### config.mk
export PLATFORM = sky130hd
export DESIGN_NAME = acia_rx
export DESIGN_NICKNAME = d
export VERILOG_FILES = /design/src/rtl/acia_pkg.sv /design/src/rtl/acia_baud_gen.sv /design/src/rtl/acia_rx.sv
export SDC_FILE = /design/constraint.sdc
export NUM_CORES = 1
export LEC_CHECK = 0
export CORE_MARGIN = 8
export CORE_UTILIZATION = 45
export DETAILED_ROUTE_END_ITERATION = 10
export PLACE_DENSITY = 0.66
export SLEW_MARGIN = 10
export SYNTH_ARGS = -nofsm -noshare
export SYNTH_HDL_FRONTEND = slang
export SYNTH_SLANG_ARGS = --single-unit
### constraint.sdc
create_clock -name clk -period 2 [get_ports clk]
set_input_delay 0.4 -clock clk [delete_from_list [all_inputs] [get_ports clk]]
set_output_delay 0.4 -clock clk [all_outputs]
set_load 0.005 [all_outputs]
### src/rtl/acia_pkg.sv
// -----------------------------------------------------------------------------
// acia_pkg
// Shared definitions for the ACIA receive and transmit halves.
//   rx_state_t      : receiver FSM states (IDLE, START, DATA, STOP)
//   DIVISOR_DEFAULT : clk cycles per 16x sample tick (50 MHz / (19200 * 16))
//   OVERSAMPLE      : sample ticks per bit
//   MID_SAMPLE      : tick index of the start-bit midpoint
// -----------------------------------------------------------------------------
package acia_pkg;

  typedef enum logic [1:0] {
    IDLE  = 2'd0,
    START = 2'd1,
    DATA  = 2'd2,
    STOP  = 2'd3
  } rx_state_t;

  localparam int DIVISOR_DEFAULT = 163;
  localparam int OVERSAMPLE      = 16;
  localparam int MID_SAMPLE      = 7;

endpackage

### src/rtl/acia_baud_gen.sv
// -----------------------------------------------------------------------------
// acia_baud_gen
// Divisor counter producing the 16x oversampling tick.
//   clk   : system clock
//   RST   : synchronous reset, active-low
//   align : synchronous clear; holds the counter at 0 while asserted so the
//           first tick lands DIVISOR cycles after align drops
//   tick  : one-cycle pulse when the counter wraps from DIVISOR-1 to 0
// -----------------------------------------------------------------------------
module acia_baud_gen
  import acia_pkg::*;
#(
  parameter int DIVISOR = DIVISOR_DEFAULT
) (
  input  logic clk,
  input  logic RST,
  input  logic align,
  output logic tick
);

  localparam int CW = (DIVISOR > 1) ? $clog2(DIVISOR) : 1;

  logic [CW-1:0] r_cnt;

  assign tick = (r_cnt == CW'(DIVISOR - 1));

  always_ff @(posedge clk) begin
    if (!RST || align) begin
      r_cnt <= '0;
    end else if (tick) begin
      r_cnt <= '0;
    end else begin
      r_cnt <= r_cnt + 1'b1;
    end
  end

endmodule

### src/rtl/acia_rx.sv
// -----------------------------------------------------------------------------
// acia_rx
// Receive half of the ACIA: synchronizes rx, samples it at 16x the bit rate,
// deframes 8N1 characters and holds each byte in a one-deep register with
// RDRF / framing / overrun status and a registered interrupt request.
//   clk         : system clock
//   RST         : synchronous reset, active-low
//   rx          : asynchronous serial line, idles high
//   rd_strobe   : one-cycle pulse, CPU reads the receive-data register
//   irq_en      : receive interrupt enable
//   data_out    : holding register
//   rx_full     : a byte is waiting (RDRF)
//   framing_err : stop bit of the held byte was sampled low
//   overrun     : a byte arrived while rx_full was set
//   irq         : rx_full & irq_en, registered
//   dbg_state   : current receiver FSM state
// Build option: define ACIA_RX_MAJORITY_EN for a 2-of-3 vote at each sample
// point; otherwise a single sample is taken. Latency is the same either way.
//
// Holding-register handshake: rx_full acts as "valid" and rd_strobe as the
// consumer's "take". A byte is offered while rx_full=1; a rd_strobe retires
// it on the next edge. A load in the same cycle as rd_strobe replaces the
// retired byte directly, so no frame is lost and overrun is not raised.
// -----------------------------------------------------------------------------
module acia_rx
  import acia_pkg::*;
#(
  parameter int DIVISOR     = DIVISOR_DEFAULT,
  parameter int SYNC_STAGES = 2
) (
  input  logic       clk,
  input  logic       RST,
  input  logic       rx,
  input  logic       rd_strobe,
  input  logic       irq_en,
  output logic [7:0] data_out,
  output logic       rx_full,
  output logic       framing_err,
  output logic       overrun,
  output logic       irq,
  output rx_state_t  dbg_state
);

  logic [SYNC_STAGES-1:0] r_sync;
  rx_state_t              r_state;
  rx_state_t              w_state_nxt;
  logic [3:0]             r_sc;
  logic [2:0]             r_bi;
  logic [7:0]             r_shift;
  logic [7:0]             r_data;
  logic                   r_rx_full;
  logic                   r_framing_err;
  logic                   r_overrun;
  logic                   r_irq;

  logic w_rxs;
  logic w_tick;
  logic w_align;
  logic w_sample;
  logic w_sc_clr;
  logic w_bit_take;
  logic w_load;

  // Synchronizer resets to the idle line level so reset never looks like a
  // start edge.
  always_ff @(posedge clk) begin
    if (!RST) begin
      r_sync <= '1;
    end else begin
      r_sync <= SYNC_STAGES'({r_sync, rx});
    end
  end

  assign w_rxs = r_sync[SYNC_STAGES-1];

  // Counter held in IDLE so tick phase is referenced to the start edge.
  assign w_align = (r_state == IDLE);

  acia_baud_gen #(
    .DIVISOR (DIVISOR)
  ) u_baud (
    .clk   (clk),
    .RST   (RST),
    .align (w_align),
    .tick  (w_tick)
  );

`ifdef ACIA_RX_MAJORITY_EN
  // The two ticks before the decision tick are kept here; the decision tick
  // supplies the third vote, so the decision instant matches the plain build.
  logic [1:0] r_vote;

  always_ff @(posedge clk) begin
    if (!RST) begin
      r_vote <= 2'b11;
    end else if (w_tick) begin
      r_vote <= {r_vote[0], w_rxs};
    end
  end

  assign w_sample = (r_vote[1] & r_vote[0]) | (r_vote[1] & w_rxs) | (r_vote[0] & w_rxs);
`else
  assign w_sample = w_rxs;
`endif

  // FSM state register
  always_ff @(posedge clk) begin
    if (!RST) begin
      r_state <= IDLE;
    end else begin
      r_state <= w_state_nxt;
    end
  end

  // FSM next state and datapath strobes
  always_comb begin
    w_state_nxt = r_state;
    w_sc_clr    = 1'b0;
    w_bit_take  = 1'b0;
    w_load      = 1'b0;
    case (r_state)
      IDLE: begin
        if (!w_rxs) begin
          w_sc_clr    = 1'b1;
          w_state_nxt = START;
        end
      end
      START: begin
        if (w_tick && (r_sc == 4'(MID_SAMPLE))) begin
          w_sc_clr    = 1'b1;
          w_state_nxt = w_sample ? IDLE : DATA;
        end
      end
      DATA: begin
        // sc wraps 15 -> 0 on its own, giving 16-tick spacing per bit
        if (w_tick && (r_sc == 4'(OVERSAMPLE - 1))) begin
          w_bit_take = 1'b1;
          if (r_bi == 3'd7) begin
            w_state_nxt = STOP;
          end
        end
      end
      STOP: begin
        if (w_tick && (r_sc == 4'(OVERSAMPLE - 1))) begin
          w_load      = 1'b1;
          w_state_nxt = IDLE;
        end
      end
      default: w_state_nxt = IDLE;
    endcase
  end

  // Sample counter, bit index, shift register and holding register
  always_ff @(posedge clk) begin
    if (!RST) begin
      r_sc          <= '0;
      r_bi          <= '0;
      r_shift       <= '0;
      r_data        <= '0;
      r_rx_full     <= 1'b0;
      r_framing_err <= 1'b0;
      r_overrun     <= 1'b0;
      r_irq         <= 1'b0;
    end else begin
      if (w_sc_clr) begin
        r_sc <= '0;
        r_bi <= '0;
      end else begin
        if (w_tick) begin
          r_sc <= r_sc + 4'd1;
        end
        if (w_bit_take) begin
          r_bi <= r_bi + 3'd1;
        end
      end

      if (w_bit_take) begin
        r_shift <= {w_sample, r_shift[7:1]};
      end

      if (w_load) begin
        if (!r_rx_full || rd_strobe) begin
          r_data        <= r_shift;
          r_rx_full     <= 1'b1;
          r_framing_err <= ~w_sample;
          r_overrun     <= 1'b0;
        end else begin
          r_overrun <= 1'b1;
        end
      end else if (rd_strobe) begin
        r_rx_full     <= 1'b0;
        r_framing_err <= 1'b0;
        r_overrun     <= 1'b0;
      end

      r_irq <= r_rx_full & irq_en;
    end
  end

  assign data_out    = r_data;
  assign rx_full     = r_rx_full;
  assign framing_err = r_framing_err;
  assign overrun     = r_overrun;
  assign irq         = r_irq;
  assign dbg_state   = r_state;

endmodule

# Word-level counts from Yosys, hierarchy flattened
# Index checks and enable logic that the tools add are counted.
# word_totals
regBits	39
latchBits	0
ramBits	0
romBits	0
input_bits	5
output_inout_bits	14
mem_count	0
# op_classes
add_sub_neg	3
multipliers	0
n_div	0
order_cmp	0
eq_ne	13
shift	0
muxes	20
bitwise	3
n_reduce_logical	13
# op_table
operator	n
1-bit 2-to-1 mux	12
2-bit 2-to-1 mux	6
2-bit inequality test, second input constant	5
8-bit by 1-bit adder with 8-bit output, second input constant	1
8-bit equality test, second input constant	1
2-bit one-hot mux with 4 select lines	1
5-bit AND reduction	1
4-bit by 1-bit adder with 4-bit output, second input constant	1
2-bit equality test, second input constant	2
4-bit by 3-bit equality test with 1-bit output, second input constant	1
4-bit equality test, second input constant	1
2-bit AND reduction	2
2-bit OR reduction	2
3-bit by 1-bit adder with 3-bit output, second input constant	1
3-bit equality test, second input constant	1
2-bit by 1-bit equality test with 1-bit output, second input constant	1
1-bit logical AND	2
1-bit logical NOT	2
2-bit logical NOT	1
1-bit logical OR	2
2-bit by 1-bit inequality test with 1-bit output, second input constant	1
1-bit inverter	2
1-bit one-hot mux with 2 select lines	1
2-bit nonzero test	1
1-bit bitwise AND	1

# Depth between registers and ports, before layout
# Gate-level depths: netlist of run 1.
# logic_depth
depth_word	6
mapped_depth	7

# Modules after synthesis
# From an unflattened synthesis of run 1, not the netlist that was laid out.
# hier_totals
hier_cells	186
hier_area_um2	1725.4
# modules_own_cells
mod	n_inst	cells_each	area_per_inst_um2	seq_area_each_um2
acia_rx	1	145	1326.3	620.6
acia_baud_gen	1	41	399.1	160.2

# Worst setup path after synthesis of run 1
# No wires, ideal clock.
# synth_timing
kind	register to register
from	register u_baud.r_cnt[4]
to	register r_data[0] (netlist: data_out[0])
arrival_ns	1.696
path_slack_ns	0.232
path_stages_with_launch	6
period_less_slack_ns	1.768
path_cell_list	dfxtp_1 -> or3b_4 -> or4_4 -> buf_6 -> nor2_8 -> mux2i_1
# synth_via
elab_chain_len	5
# synth_lines
item	line_no	rtl
from (decl)	acia_baud_gen.sv:23	logic [CW-1:0] r_cnt;
from (signal assigned)	acia_baud_gen.sv:33	r_cnt <= r_cnt + 1'b1;
8-bit equality test	acia_baud_gen.sv:25	assign tick = (r_cnt == CW'(DIVISOR - 1));
1-bit logical AND	acia_rx.sv:144	if (w_tick && (r_sc == 4'(OVERSAMPLE - 1))) begin
1-bit 2-to-1 mux	acia_rx.sv:144	
1-bit 2-to-1 mux	acia_rx.sv:121	case (r_state)
2-bit AND reduction (no line)	--	
to (signal assigned)	acia_rx.sv:183	r_data <= r_shift;
to (decl)	acia_rx.sv:50	logic [7:0] r_data;
# No other way between the ends.
# A chain may end at the register's enable or synchronous reset.

# Final worst setup path of run 1
# layout_timing
from	register u_baud.r_cnt[0]
to	register r_data[6] (netlist: data_out[6])
# The elaborated chain is that of the path after synthesis.

==> qor.csv, run 1 <==
metric;value;unit
outcome;completed;
cts_tree;yes;
worst-path-max-fanout;9;
gp_congestion;0.839;
synthCells;167;
hold_viol;0;
switching_share;20.2;%
n_fill_cell;341;
drv_slew;0;
cap_violations;0;
setup_violations;0;
worstPathRequired;2.22;ns
pwr-share-seq;53.4;%
period_share;92.1;%
synth_compound_area_share;3.47;%
layout_common_cells;39 x dfxtp_1, 22 x nand2_1, 20 x mux2i_1;
async_flop_share;0;%
synth-seq-cells;39;
synth_area;0.00166;mm2
synth_top_area_share;47.1;%
grt_max_degree;31;
area_growth_syn_to_layout;21.0;%
min_period;1.84;ns
synth-adder-area-share;3.77;%
skew;0.00538;ns
fmax;543;MHz
design.die.area;0.00589;mm2
yosys_warnings;0;
tns;0;ns
port-buffer-count;18;
holdWs;0.420;ns
start_kind;flip-flop;
route.detailed.drc;0;
grt_pass1_vias;1223;
wl_per_cell;12.5;um
track_usage;10.8;%
synth.area.mux_share;12.1;%
die_h;76.7;um
synth_xor_area_share;5.81;%
avgSynthCellArea;9.93;um2
leakagePower;0.707;nW
final_common_cell;dfxtp_1;
viasPerCell;5.05;
synth_nets;177;
switchingPower;0.297;mW
fp.dieW;76.7;um
dr.pass1.iters;4;
clock_path_buffers;2;
grt_pass1_wl;5260;um
cts_root_buf;clkbuf_8;
max-slew-margin-rel;73.1;%
path_class;reg2reg;
drt_iter0_markers;51;
nNetsFinal;199;
grt_overflow;0;
arrival;2.06;ns
cts_setup_buffers;0;
peakVddDrop;0.358;mV
tightest_slew;0.403;ns
synth_cell_types;32;
yosysTopAreaCell;dfxtp_1;
antennaDiodeCount;0;
cts_buffers;5;
post_cts_resized;0;
clock-sinks;39;
h-tree-depth;2;
hpwlAfterDp;2210;um
power.share.clock;44.0;%
io_pins;19;
coreArea;0.00361;mm2
synth_ff_type;dfxtp_1;
antenna_found_initial;0;
initial_core_util;46.0;%
hp-class;reg2reg;
clkTransAtPathRegs;0.07;ns
ys_top_cells_by_area;dfxtp_1 47%, mux2i_1 12%, nand2_1 5.0%;
synth-simple-area-share;24.9;%
combinationalPowerShare;2.6;%
rows;22;
postCtsHoldBufs;0;
insertion_delay;0.29;ns
ys_seq_area_share;47.1;%
postRouteAntennaNets;0;
finalWirelength;2970;um
vias;1203;
synth_top_family_by_area;simple AND/OR/NAND/NOR gates;
rsz0062_at_grt;no;
critPathCaptureType;flip-flop;
drive_above_1_share;10.0;%
power.internal;1.17;mW
r2r_slack;0.16;ns
synth_edf_count;0;
power_density;731;mW/mm2
path summary, 6_finish.rpt:
path         cells past startpoint       startpoint     endpoint
max reg2reg                      6  u_baud.r_cnt[0]  data_out[6]
min reg2reg                      1        r_sync[0]    r_sync[1]
max                              6  u_baud.r_cnt[0]  data_out[6]
min                              1        r_sync[0]    r_sync[1]
power by group through the flow:
stage                     clock network, mW  registers [mW]  logic, mW
final                                 0.646           0.784     0.0379
after global routing                  0.702           0.784     0.0418
after CTS                             0.662           0.784     0.0384
after detailed placement                  0           0.802     0.0380
after global placement                    0           0.802     0.0376
after floorplan                           0           0.801     0.0220
worst max-delay path, stage by stage, from the launching register on:
cell and delay [ns]:
dfxtp_1 0.33, inv_1 0.06, ha_1 0.16, nand4bb_1 0.17, or4_4 0.62, nor2_8 0.21
mux2i_1 0.21
layout make-up:
| type | instances | area, um2 | area share [%] |
|---|---|---|---|
| clock inverters | 3 | 43.8 | 2.18 |
| repair buffers | 23 | 218 | 10.8 |
| inverters | 2 | 7.51 | 0.374 |
| flip-flops and latches | 39 | 781 | 38.9 |
| well taps | 48 | 60.1 | 2.99 |
| clock buffers | 5 | 68.8 | 3.43 |
| multi-input cells | 118 | 830 | 41.3 |
synthesized netlist by cell type, types with 2 or more instances:
library cell,n
dfxtp_1,39
nand3_1,8
clkbuf_1,6
mux2i_1,20
nand3b_1,2
inv_1,2
ha_1,5
nand2_1,22
nor3b_1,2
nand2b_1,3
and3_1,3
nor3_1,3
nor2b_1,9
nor2_1,16
xnor2_1,4
xor2_1,7
logic make-up after synthesis:
kind of cell,count (synthesis)
simple gates,76
xor+xnor,11
buf+inv,10
mux,20
fa+ha+maj,5
flops,39
compound gates,6
per-stage QoR:
stage	setup WS (ns)	utilization, %	instances	power (mW)	cell area, um2
after floorplan	0.232	-	167	0.823	1660
after global placement	0.240	52.6	230	0.839	1900
after detailed placement	0.173	52.6	230	0.840	1900
after CTS	0.138	55.7	238	1.48	2010
after global routing	0.0563	55.7	238	1.53	2010
final	0.158	55.7	238	1.47	2010
layer usage:
layer	GRT usage, %	up-vias	share of wire, %
met5	0	-	0
met4	6.15	0	2.6
met3	4.90	11	6.0
met2	17.8	27	49
met1	11.1	559	42
li1	-	606	-
registers in the layout, summed over array words and instances (netlist names), named ones only:
signal        count
data_out          8
dbg_state         1
framing_err       1
irq               1
overrun           1
r_bi              3
r_sc              4
r_shift           8
r_sync            2
rx_full           1
u_baud.r_cnt      8
(Power assumes the default switching activity.)
==> run 2: changes to the inputs <==
--- a/config.mk
+++ b/config.mk
@@ -8,6 +8,7 @@
 export CORE_MARGIN = 8
 export CORE_UTILIZATION = 45
 export DETAILED_ROUTE_END_ITERATION = 10
+export GPL_ROUTABILITY_DRIVEN = 0
 export PLACE_DENSITY = 0.66
 export SLEW_MARGIN = 10
 export SYNTH_ARGS = -nofsm -noshare
==> results of run 2 <==
No change in the layout: final DEF, timing and power equal those of run 1.
==> run 3: changes to the inputs <==
--- a/config.mk
+++ b/config.mk
@@ -10,6 +10,8 @@
 export DETAILED_ROUTE_END_ITERATION = 10
 export GPL_ROUTABILITY_DRIVEN = 0
 export PLACE_DENSITY = 0.66
+export REMOVE_ABC_BUFFERS = 1
+export SKIP_CTS_REPAIR_TIMING = 1
 export SLEW_MARGIN = 10
 export SYNTH_ARGS = -nofsm -noshare
 export SYNTH_HDL_FRONTEND = slang
==> qor.csv, run 3 (same netlist as run 1, synthesis figures left out) <==
metric;value;unit
peakVddDrop;0.391;mV
clkTransAtPathRegs;0.07;ns
dr.pass1.iters;4;
antennaDiodeCount;0;
skew;0.00868;ns
crit_path_top_delay_cell;or4_4;
track_usage;11.3;%
n_fill_cell;315;
h-tree-depth;2;
wl_per_cell;13.6;um
rows;22;
port-buffer-count;18;
clock-sinks;39;
grt_pass1_vias;1157;
route.detailed.drc;0;
hp-class;reg2reg;
hold_viol;0;
drive_above_1_share;9.95;%
critPathCaptureType;flip-flop;
drv_slew;0;
worstPathRequired;2.22;ns
nNetsFinal;200;
cts_buffers;5;
initial_core_util;46.0;%
vias;1219;
worst-path-max-fanout;4;
design.die.area;0.00589;mm2
critPathTopFamily;simple AND/OR/NAND/NOR gates;
cts_tree;yes;
grt_max_degree;30;
cts_root_buf;clkbuf_8;
leakagePower;0.701;nW
outcome;completed;
rsz0062_at_grt;no;
grt_overflow;0;
area_growth_syn_to_layout;21.0;%
cap_violations;0;
placed_cells_incl_taps;230;
path_cells;inv_1, ha_1, nand4bb_1, or4_4, nor2_4, mux2i_1;
grt_pass1_wl;5450;um
fin_ws;0.118;ns
final_common_cell;dfxtp_1;
viasPerCell;5.10;
setup_violations;0;
tightest_slew;0.615;ns
postRouteAntennaNets;0;
max-slew-margin-rel;58.9;%
arrival;2.10;ns
coreArea;0.00361;mm2
antenna_found_initial;0;
min_period;1.88;ns
layout_common_cells;39 x dfxtp_1, 22 x nand2_1, 20 x mux2i_1;
path_class;reg2reg;
fmax;531;MHz
insertion_delay;0.29;ns
fin_cells;239;
clock_path_buffers;2;
hpwlAfterDp;2400;um
critPathMaxStageDelay;0.64;ns
pre_cts_ws;0.112;ns
period_share;94.1;%
timing.critical_path.buf_inv;1;
fp.dieW;76.7;um
power_density;695;mW/mm2
drt_iter0_markers;60;
start_kind;flip-flop;
die_h;76.7;um
finalWirelength;3250;um
io_pins;19;
## run 3: changes by cell type in the layout (fill, tap and decap cells not counted), sizes merged
cell,before,now
clkbuf,5,8
clkinv,2,0
bufinv,1,0
nor2,17,18
## run 3: final timing paths
path              startpoint           to  slack, ns  depth (start not counted)
max          u_baud.r_cnt[0]  data_out[0]       0.12                          6
min                r_sync[0]    r_sync[1]       0.42                          1
max reg2reg  u_baud.r_cnt[0]  data_out[0]       0.12                          6
min reg2reg        r_sync[0]    r_sync[1]       0.42                          1
## run 3: area by class of cell
type,instances,area [um2],area share (%)
clock buffers,8,100,4.99
inverters,2,7.51,0.374
multi-input cells,119,841,41.9
flip-flops and latches,39,781,38.9
well taps,48,60.1,2.99
repair buffers,23,218,10.8
## run 3: worst register-to-register path, delay by kind of cell, from the launching register on
kind / cells / cell delay, ns
multiplexers: 1 / 0.20
AND/OR/NAND/NOR: 3 / 1.06
flip-flops: 1 / 0.33
buffers and inverters: 1 / 0.06
adder cells (fa/ha/maj): 1 / 0.16
## run 3: stage by stage
| stage | cell area (um2) | TNS, ns | power [mW] | utilization, % | hold slack, ns |
|---|---|---|---|---|---|
| 2_1_floorplan | 1620 | -1.57 | 0.814 | - | 0.386 |
| 3_3_place_gp | 1900 | 0 | 0.840 | 52.6 | 0.399 |
| 3_5_place_dp | 1900 | 0 | 0.841 | 52.6 | 0.404 |
| 4_1_cts | 2000 | 0 | 1.41 | 55.3 | 0.421 |
| 5_1_grt | 2010 | 0 | 1.45 | 55.7 | 0.454 |
| 6_report | 2010 | 0 | 1.39 | 55.7 | 0.417 |
## run 3: per-layer routing
metal | track usage (%) | wire length [um] | vias up
li1 | - | - | 610
met1 | 12.8 | 1470 | 588
met2 | 18.2 | 1590 | 17
met3 | 4.20 | 129 | 4
met4 | 5.77 | 64 | 0
met5 | 0 | 0 | -
## run 3: power by group
group / total [mW] / internal (mW) / switching (mW) / leakage, nW
registers: 0.783 / 0.780 / 0.00374 / 0.315
logic: 0.0392 / 0.0197 / 0.0195 / 0.334
clock network: 0.572 / 0.315 / 0.258 / 0.0515
